--- config.mk ---
export PLATFORM = sky130hd
export DESIGN_NAME = vdp_hdmi_frame_lock
export DESIGN_NICKNAME = d
export VERILOG_FILES = /design/src/rtl/vdp_hdmi_frame_lock.sv
export SDC_FILE = /design/constraint.sdc
export NUM_CORES = 1
export LEC_CHECK = 0
export ABC_AREA = 1
export CAP_MARGIN = 10
export CORE_ASPECT_RATIO = 1.1
export CORE_MARGIN = 1
export CORE_UTILIZATION = 47
export DETAILED_ROUTE_END_ITERATION = 10
export GPL_TIMING_DRIVEN = 1
export HOLD_SLACK_MARGIN = 0.1
export PLACE_DENSITY = 0.71
export SLEW_MARGIN = 20
export SYNTH_ARGS = -nofsm -noshare
export SYNTH_HDL_FRONTEND = slang
export SYNTH_SLANG_ARGS = --single-unit
--- constraint.sdc ---
create_clock -name clk -period 4.1 [get_ports clk]
set_input_delay 0.615 -clock clk [delete_from_list [all_inputs] [get_ports clk]]
set_output_delay 0.615 -clock clk [all_outputs]
set_load 0.05 [all_outputs]
--- src/rtl/vdp_hdmi_frame_lock.sv ---
// Locks HDMI raster timing to the VDP raster: measures the VDP frame and fires a timed video_reset.
// Define VDP_HDMI_SYNC_STATS_EN to implement the frame_period / resync_count statistics registers.
module vdp_hdmi_frame_lock #(
    parameter int unsigned CX_W       = 12,
    parameter int unsigned CY_W       = 11,
    parameter int unsigned CNT_W      = 28,
    parameter int unsigned LEAD       = 1,
    parameter int unsigned MISS_LIMIT = 4
) (
    input  logic             clk,
    input  logic             reset,
    input  logic [10:0]      vdp_cx,
    input  logic [10:0]      vdp_cy,
    input  logic [CX_W-1:0]  hdmi_cx,
    input  logic [CY_W-1:0]  hdmi_cy,
    output logic             video_reset,
    output logic             locked,
    output logic             lock_lost,
    output logic [CNT_W-1:0] frame_period,
    output logic [7:0]       resync_count
);

    localparam logic [1:0] S_LOCKED      = 2'd0;
    localparam logic [1:0] S_WAIT_ORIGIN = 2'd1;
    localparam logic [1:0] S_MEASURE     = 2'd2;
    localparam logic [1:0] S_COUNTDOWN   = 2'd3;

    localparam int unsigned       MISS_W    = $clog2(MISS_LIMIT + 1);
    localparam logic [MISS_W-1:0] MISS_LAST = MISS_W'(MISS_LIMIT - 1);
    localparam logic [CNT_W-1:0]  LEAD_P1   = CNT_W'(LEAD + 1);
    localparam logic [CNT_W-1:0]  CNT_ONE   = CNT_W'(1);
    localparam logic [CNT_W-1:0]  CNT_MAX   = '1;

    logic [1:0]        r_state;
    logic [MISS_W-1:0] r_miss;
    logic [CNT_W-1:0]  r_cnt;
    logic              r_video_reset;
    logic              r_locked;
    logic              r_lock_lost;

    logic w_match;
    logic w_origin;
    logic w_latch;
    logic w_fire;

    // Both sides widened to a common width so any CX_W/CY_W compares as zero-extended values.
    assign w_match  = ({{CX_W{1'b0}}, vdp_cx} == {11'd0, hdmi_cx}) &&
                      ({{CY_W{1'b0}}, vdp_cy} == {11'd0, hdmi_cy});
    assign w_origin = (vdp_cx == 11'd0) && (vdp_cy == 11'd0);
    assign w_latch  = !w_match && (r_state == S_MEASURE) && w_origin && (r_cnt > LEAD_P1);
    assign w_fire   = !w_match && (r_state == S_COUNTDOWN) && (r_cnt == CNT_ONE);

    always_ff @(posedge clk or posedge reset) begin
        if (reset) begin
            r_state       <= S_WAIT_ORIGIN;
            r_miss        <= '0;
            r_cnt         <= '0;
            r_video_reset <= 1'b1;
            r_locked      <= 1'b0;
            r_lock_lost   <= 1'b0;
        end else begin
            r_video_reset <= w_fire;
            r_lock_lost   <= 1'b0;
            if (w_match) begin
                r_state  <= S_LOCKED;
                r_miss   <= '0;
                r_cnt    <= '0;
                r_locked <= 1'b1;
            end else begin
                case (r_state)
                    S_LOCKED: begin
                        r_cnt <= '0;
                        if (r_miss == MISS_LAST) begin
                            r_state     <= S_WAIT_ORIGIN;
                            r_miss      <= '0;
                            r_locked    <= 1'b0;
                            r_lock_lost <= 1'b1;
                        end else begin
                            r_miss <= r_miss + 1'b1;
                        end
                    end
                    S_WAIT_ORIGIN: begin
                        if (w_origin) begin
                            r_state <= S_MEASURE;
                            r_cnt   <= CNT_ONE;
                        end else begin
                            r_cnt <= '0;
                        end
                    end
                    S_MEASURE: begin
                        if (w_origin) begin
                            // A too-short frame restarts the measurement from this origin.
                            if (w_latch) begin
                                r_state <= S_COUNTDOWN;
                                r_cnt   <= r_cnt - LEAD_P1;
                            end else begin
                                r_cnt <= CNT_ONE;
                            end
                        end else if (r_cnt == CNT_MAX) begin
                            r_state <= S_WAIT_ORIGIN;
                            r_cnt   <= '0;
                        end else begin
                            r_cnt <= r_cnt + CNT_ONE;
                        end
                    end
                    S_COUNTDOWN: begin
                        // Pulse is registered, so firing at count 1 lands P-LEAD cycles after origin.
                        if (w_fire) begin
                            r_state  <= S_LOCKED;
                            r_miss   <= '0;
                            r_cnt    <= '0;
                            r_locked <= 1'b1;
                        end else begin
                            r_cnt <= r_cnt - CNT_ONE;
                        end
                    end
                    default: begin
                        r_state <= S_WAIT_ORIGIN;
                        r_cnt   <= '0;
                    end
                endcase
            end
        end
    end

    assign video_reset = r_video_reset;
    assign locked      = r_locked;
    assign lock_lost   = r_lock_lost;

`ifdef VDP_HDMI_SYNC_STATS_EN
    logic [CNT_W-1:0] r_frame_period;
    logic [7:0]       r_resync_count;

    always_ff @(posedge clk or posedge reset) begin
        if (reset) begin
            r_frame_period <= '0;
            r_resync_count <= '0;
        end else begin
            if (w_latch) begin
                r_frame_period <= r_cnt;
            end
            if (w_fire && (r_resync_count != 8'hff)) begin
                r_resync_count <= r_resync_count + 8'd1;
            end
        end
    end

    assign frame_period = r_frame_period;
    assign resync_count = r_resync_count;
`else
    assign frame_period = '0;
    assign resync_count = '0;
`endif

endmodule

After elaboration in Yosys (flattened, before gate mapping)
Index checks and enable logic that the tools add are counted.
{"block": "op_classes", "mux": 26, "reduce_logical": 15, "n_lt_le_gt_ge": 1, "addsub": 4, "n_eq_ne": 13}
{"operator": "$mux W28", "count": 5}
{"operator": "$pmux W28 S4", "count": 1}
{"operator": "$add A28 B1 Y28 const B", "count": 1}
{"operator": "$eq A28 B1 Y1 const B", "count": 1}
{"operator": "$eq A28 B28 Y1 const B", "count": 1}
{"operator": "$gt A28 B2 Y1 const B", "count": 1}
{"operator": "$sub A28 B1 Y28 const B", "count": 1}
{"operator": "$sub A28 B2 Y28 const B", "count": 1}
{"operator": "$logic_not A11 Y1", "count": 2}
{"operator": "$mux W2", "count": 7}
{"operator": "$eq A11 B12 Y1", "count": 1}
{"operator": "$eq A11 B11 Y1", "count": 1}
{"operator": "$mux W3", "count": 3}
{"operator": "$ne A3 B3 Y1 const B", "count": 3}
{"operator": "$pmux W2 S4", "count": 1}
{"operator": "$logic_and A1 B1 Y1", "count": 7}
{"operator": "$mux W1", "count": 7}
{"operator": "$pmux W3 S2", "count": 1}
{"operator": "$reduce_and A5 Y1", "count": 1}
{"operator": "$eq A2 B2 Y1 const B", "count": 2}
{"operator": "$ne A4 B3 Y1 const B", "count": 1}
{"operator": "$ne A4 B4 Y1 const B", "count": 1}
{"operator": "$add A3 B1 Y3 const B", "count": 1}
{"operator": "$eq A3 B2 Y1 const B", "count": 1}
{"operator": "other kinds (7)", "count": 7}
{"block": "totals", "output_inout_bits": 39, "wordCells": 65, "in_bits": 47, "register_bits": 36}

Longest topological paths before layout
{"block": "logic_depth", "ltp_word": 10, "ltp_mapped": 15, "ltp_nobuf": 14}

Worst setup path after synthesis
OpenSTA, ideal clock, no wires.
{"block": "synth_path", "path_type": "reg2reg", "start": "register r_cnt[2]", "end": "register r_cnt[27]", "t_required_ps": 3987, "synth_period_minus_slack_ps": 1937, "setup_ps": 113, "path_slack_ps": 2163, "n_path_buf": 0, "path_stages_with_launch": 13, "arrival_ps": 1825, "path_cell_list": "dfrtp_1 > inv_1 > ha_1 > inv_1 > nor2_1 > nand2_1 > nor3_1 > nand3_1 > o21ai_0 > nand3b_1 > nand3_1 > nand2_1 > inv_1"}
{"block": "synth_via", "elab_chain_len": 6, "elab_cells_between_ends": 14, "cone_classes": "3 x add/sub; 1 x order compare; 2 x eq/ne; 6 x mux; 2 x reduce/logical"}
{"element": "from (decl)", "line_no": "36", "rtl": "logic [CNT_W-1:0] r_cnt;"}
{"element": "from (signal assigned)", "line_no": "95", "rtl": "r_cnt <= r_cnt - LEAD_P1;"}
{"element": "from (signal assigned)", "line_no": "103", "rtl": "r_cnt <= r_cnt + CNT_ONE;"}
{"element": "from (signal assigned)", "line_no": "114", "rtl": "r_cnt <= r_cnt - CNT_ONE;"}
{"element": "$gt A28 B2 Y1", "line_no": "50", "rtl": "assign w_latch = !w_match && (r_state == S_MEASURE) && w_origin && (r_cnt > LEAD_P1);"}
{"element": "$logic_and A1 B1 Y1", "line_no": "50"}
{"element": "$mux W28", "line_no": "93", "rtl": "if (w_latch) begin"}
{"element": "$mux W28", "line_no": "91", "rtl": "if (w_origin) begin"}
{"element": "$pmux W28 S4 *", "line_no": "70", "rtl": "case (r_state)"}
{"element": "$mux W28 *", "line_no": "64", "rtl": "if (w_match) begin"}
Every way passes the cells marked *; elsewhere a longest branch is shown, timed or not.
A chain may end at the register's enable or synchronous reset.

Worst setup path after layout
{"block": "layout_path", "start": "input port hdmi_cy[4]", "end": "register r_cnt[0]"}
{"block": "layout_via", "elab_chain_len": 10, "elab_cells_between_ends": 13, "cone_classes": "1 x eq/ne; 5 x mux; 7 x reduce/logical"}
{"element": "from (decl)", "line_no": "15", "rtl": "input logic [CY_W-1:0] hdmi_cy,"}
{"element": "$eq A11 B11 Y1 *", "line_no": "48", "rtl": "({{CY_W{1'b0}}, vdp_cy} == {11'd0, hdmi_cy});"}
{"element": "$logic_and A1 B1 Y1 *", "line_no": "47", "rtl": "assign w_match = ({{CX_W{1'b0}}, vdp_cx} == {11'd0, hdmi_cx}) &&"}
{"element": "$logic_not A1 Y1", "line_no": "50, 51"}
{"element": "$logic_and A1 B1 Y1 (3 in a row)", "line_no": "50"}
{"element": "$mux W28", "line_no": "93"}
{"element": "$mux W28", "line_no": "91"}
{"element": "$pmux W28 S4", "line_no": "70"}
{"element": "$mux W28 *", "line_no": "64"}
Marks and branches as above.

==> reports/metrics.yaml <==
fp.dieW_um: 99.2
slew_viol_final: 0
synth-edff-count: 0
period_needed_ns: 2.81
finalHoldViolations: 0
dieArea_um2: 10800
routabilityCongestion: 0.929
initial_core_util: 0.489
grt_remaining_overflow: 0
nFillCells: 1036
drtIter0Drc: 409
syn_inst: 800
finClkSkew_ns: 0.00609
cts_tree: "done"
num_io_pins: 86
rsz0062_at_grt: "false"
dp_cells: 944
cts-resized-gates: 0
hold_buffers: 0
peakVddDrop_v: 0.000778
worstSkewPairLatency_ns: 0.30
ys.flop_type: "dfrtp_1"
netlist_area_um2: 4890
yosys_warnings: 0
diodes: 0
track_usage: 0.278
fp.dieH_um: 109
outcome: "finished, final reports clean"
numCtsBuffers: 5
htreeDepth: 2
drive_gt1_frac: 0.0950
post_drt_wl_per_cell_um: 15.3
drtAntennaViolNets: 0
min_path_type: "flip-flop to flip-flop"
cp.arrival_ns: 3.00
drt_pass1_iterations: 5
final_cell_count_no_fill: 952
rows: 38
cap_violations: 0
numClockSinks: 36
synth-seq-area-share: 0.185
period_share: 0.685
avgViaCountPerCell: 5.41
cp_max_fo: 17
worst_setup_path_start_kind: "input port"
synth-seq-cells: 36
max_freq_mhz: 356
final_util: 0.532
slew_headroom: 0.375
synth_cell_types: 42
port_buffers: 49
tightest_slew_ns: 0.936
core_um2: 9980
avgSynthCellArea_um2: 6.11
drc: 0
cellPowerDensity_nw_per_um2: 934
antenna_found_initial: 0
syn_to_final_growth_pct: 8.78
ys_async_sr_fraction: 1.00
hpwl_mm: 11.0
clk_path_buf_depth: 2
grt_pass1_wl_mm: 23.7
tns_ns: 0
finalSetupViolCount: 0
setup.worst_path.end_class: "flip-flop"
cp.required_ns: 4.30
grt_max_degree: 37
vias: 5153
cts_setup_buffers: 0
grt_pass1_vias: 4804
wl_mm: 14.6
cts.clk_slew.worst_paths_ns: 0.09
cts-root-buf: "clkbuf_8"
leakage_nw: 2.56
critical_path_class: "input port to flip-flop"
nets: 885
[placed cells by master (no fill, tap or decap), types with 2 or more instances in the layout]
cell type        synthesis  layout
or2_2                    3       3
nand2_2                  8       8
conb_1                   1      36
clkinvlp_4               0       2
nand3_2                 11      11
nor2_1                  98      98
dfrtp_1                 34      34
o21ai_0                 37      37
nor3_1                  11      11
nor2_2                  19      19
a21oi_1                 28      28
dfstp_2                  2       2
nand4_1                 15      15
o21ai_1                 23      23
ha_1                     7       7
nor3_2                   2       2
clkdlybuf4s50_1          0      49
nor2_4                   9       9
nand3_1                 56      56
xnor2_1                  8       8
inv_1                   79      79
or2_1                    2       2
buf_4                   38       3
nand2_4                  2       2
nand2_1                216     216
xor2_1                  47      47
inv_2                    5       5
clkbuf_8                 0       6
[flip-flops by register name (all words and copies together), names as in the netlist]
register     count
r_cnt           28
video_reset      1
r_miss           3
locked           1
lock_lost        1
r_state          2
[cell families (layout without fill, tap and decap cells)]
kind of cell               after synthesis  count (layout)  share of synthesized area
AOI/OAI and AO/OA                       94              94                      0.100
xor gates and xnor gates                55              55                     0.0986
adders and majority gates                7               7                     0.0179
buffers and inverters                  149             146                      0.161
DFF                                     36              36                      0.185
other                                    1              36                   0.000768
and+or+nand+nor                        458             458                      0.436
[area by class of cell]
class	count	area, um^2	share of cell area
tap	120	150	0.0282
timing repair buffer	52	513	0.0965
clock inverter	2	15.0	0.00282
sequential	36	903	0.170
multi-input combinational	650	3330	0.626
clock buffer	6	82.6	0.0155
inverter	86	325	0.0612
[critical path, stage by stage]
cell	delay [ns]
clkdlybuf4s50_1	0.48
inv_1	0.04
nand2_1	0.05
o21ai_0	0.10
nor2_1	0.10
nand2_1	0.06
nor2_1	0.13
nand3_2	0.35
nand2_1	0.59
buf_4	0.31
nor2_1	0.06
nand2_1	0.06
nand2_1	0.04
[routing by layer]
metal	up-vias	track usage	wire (um)
met1	2370	0.363	6220
met3	41	0.0244	948
met4	0	0.0956	452
li1	2508	-	-
met2	234	0.482	6980
met5	-	0	0
[path summary, 6_finish.rpt]
kind                                  startpoint                endpoint  slack, ns  cells after the start
max in group asynchronous                  reset  r_state[0]$_DFFE_PP1P_       3.00                      3
min reg2reg                r_miss[2]$_DFFE_PP0P_   r_miss[2]$_DFFE_PP0P_       0.51                      2
max                                   hdmi_cy[4]    r_cnt[0]$_DFFE_PP0P_       1.29                     13
min in group asynchronous                  reset   r_miss[1]$_DFFE_PP0P_       0.73                      3
min                        r_miss[2]$_DFFE_PP0P_   r_miss[2]$_DFFE_PP0P_       0.51                      2
max reg2reg                 r_cnt[0]$_DFFE_PP0P_     r_cnt[18]$_DFF_PP0_       1.53                     12
[cells in the mapped netlist (all sizes together), types with 8 or more instances]
cell type	count	area share
inv	85	0.066
clkbuf	8	0.0061
buf	55	0.089
o21ai	61	0.063
dfrtp	34	0.17
nand2	226	0.18
nor3	14	0.019
nor2	126	0.12
nand4	16	0.022
a21oi	29	0.030
xnor2	8	0.014
nand3	67	0.080
xor2	47	0.084
[report_power, final]
group          internal [W]  switching [W]
Combinational       0.00127        0.00264
Clock              0.000137       0.000159
Sequential         0.000479       0.000278
Total               0.00189        0.00308
[stage by stage]
step                setup WS [ns]  cell area (um^2)  power [W]  hold WS [ns]
floorplan                    2.16              5020    0.00381         0.472
finish                       1.29              5320    0.00497         0.507
global placement             1.02              5220    0.00450         0.486
detailed placement          0.996              5220    0.00458         0.492
CTS                          1.30              5320    0.00489         0.507
global route                 1.08              5320    0.00542         0.530
Power figures use the tool's default switching activity.
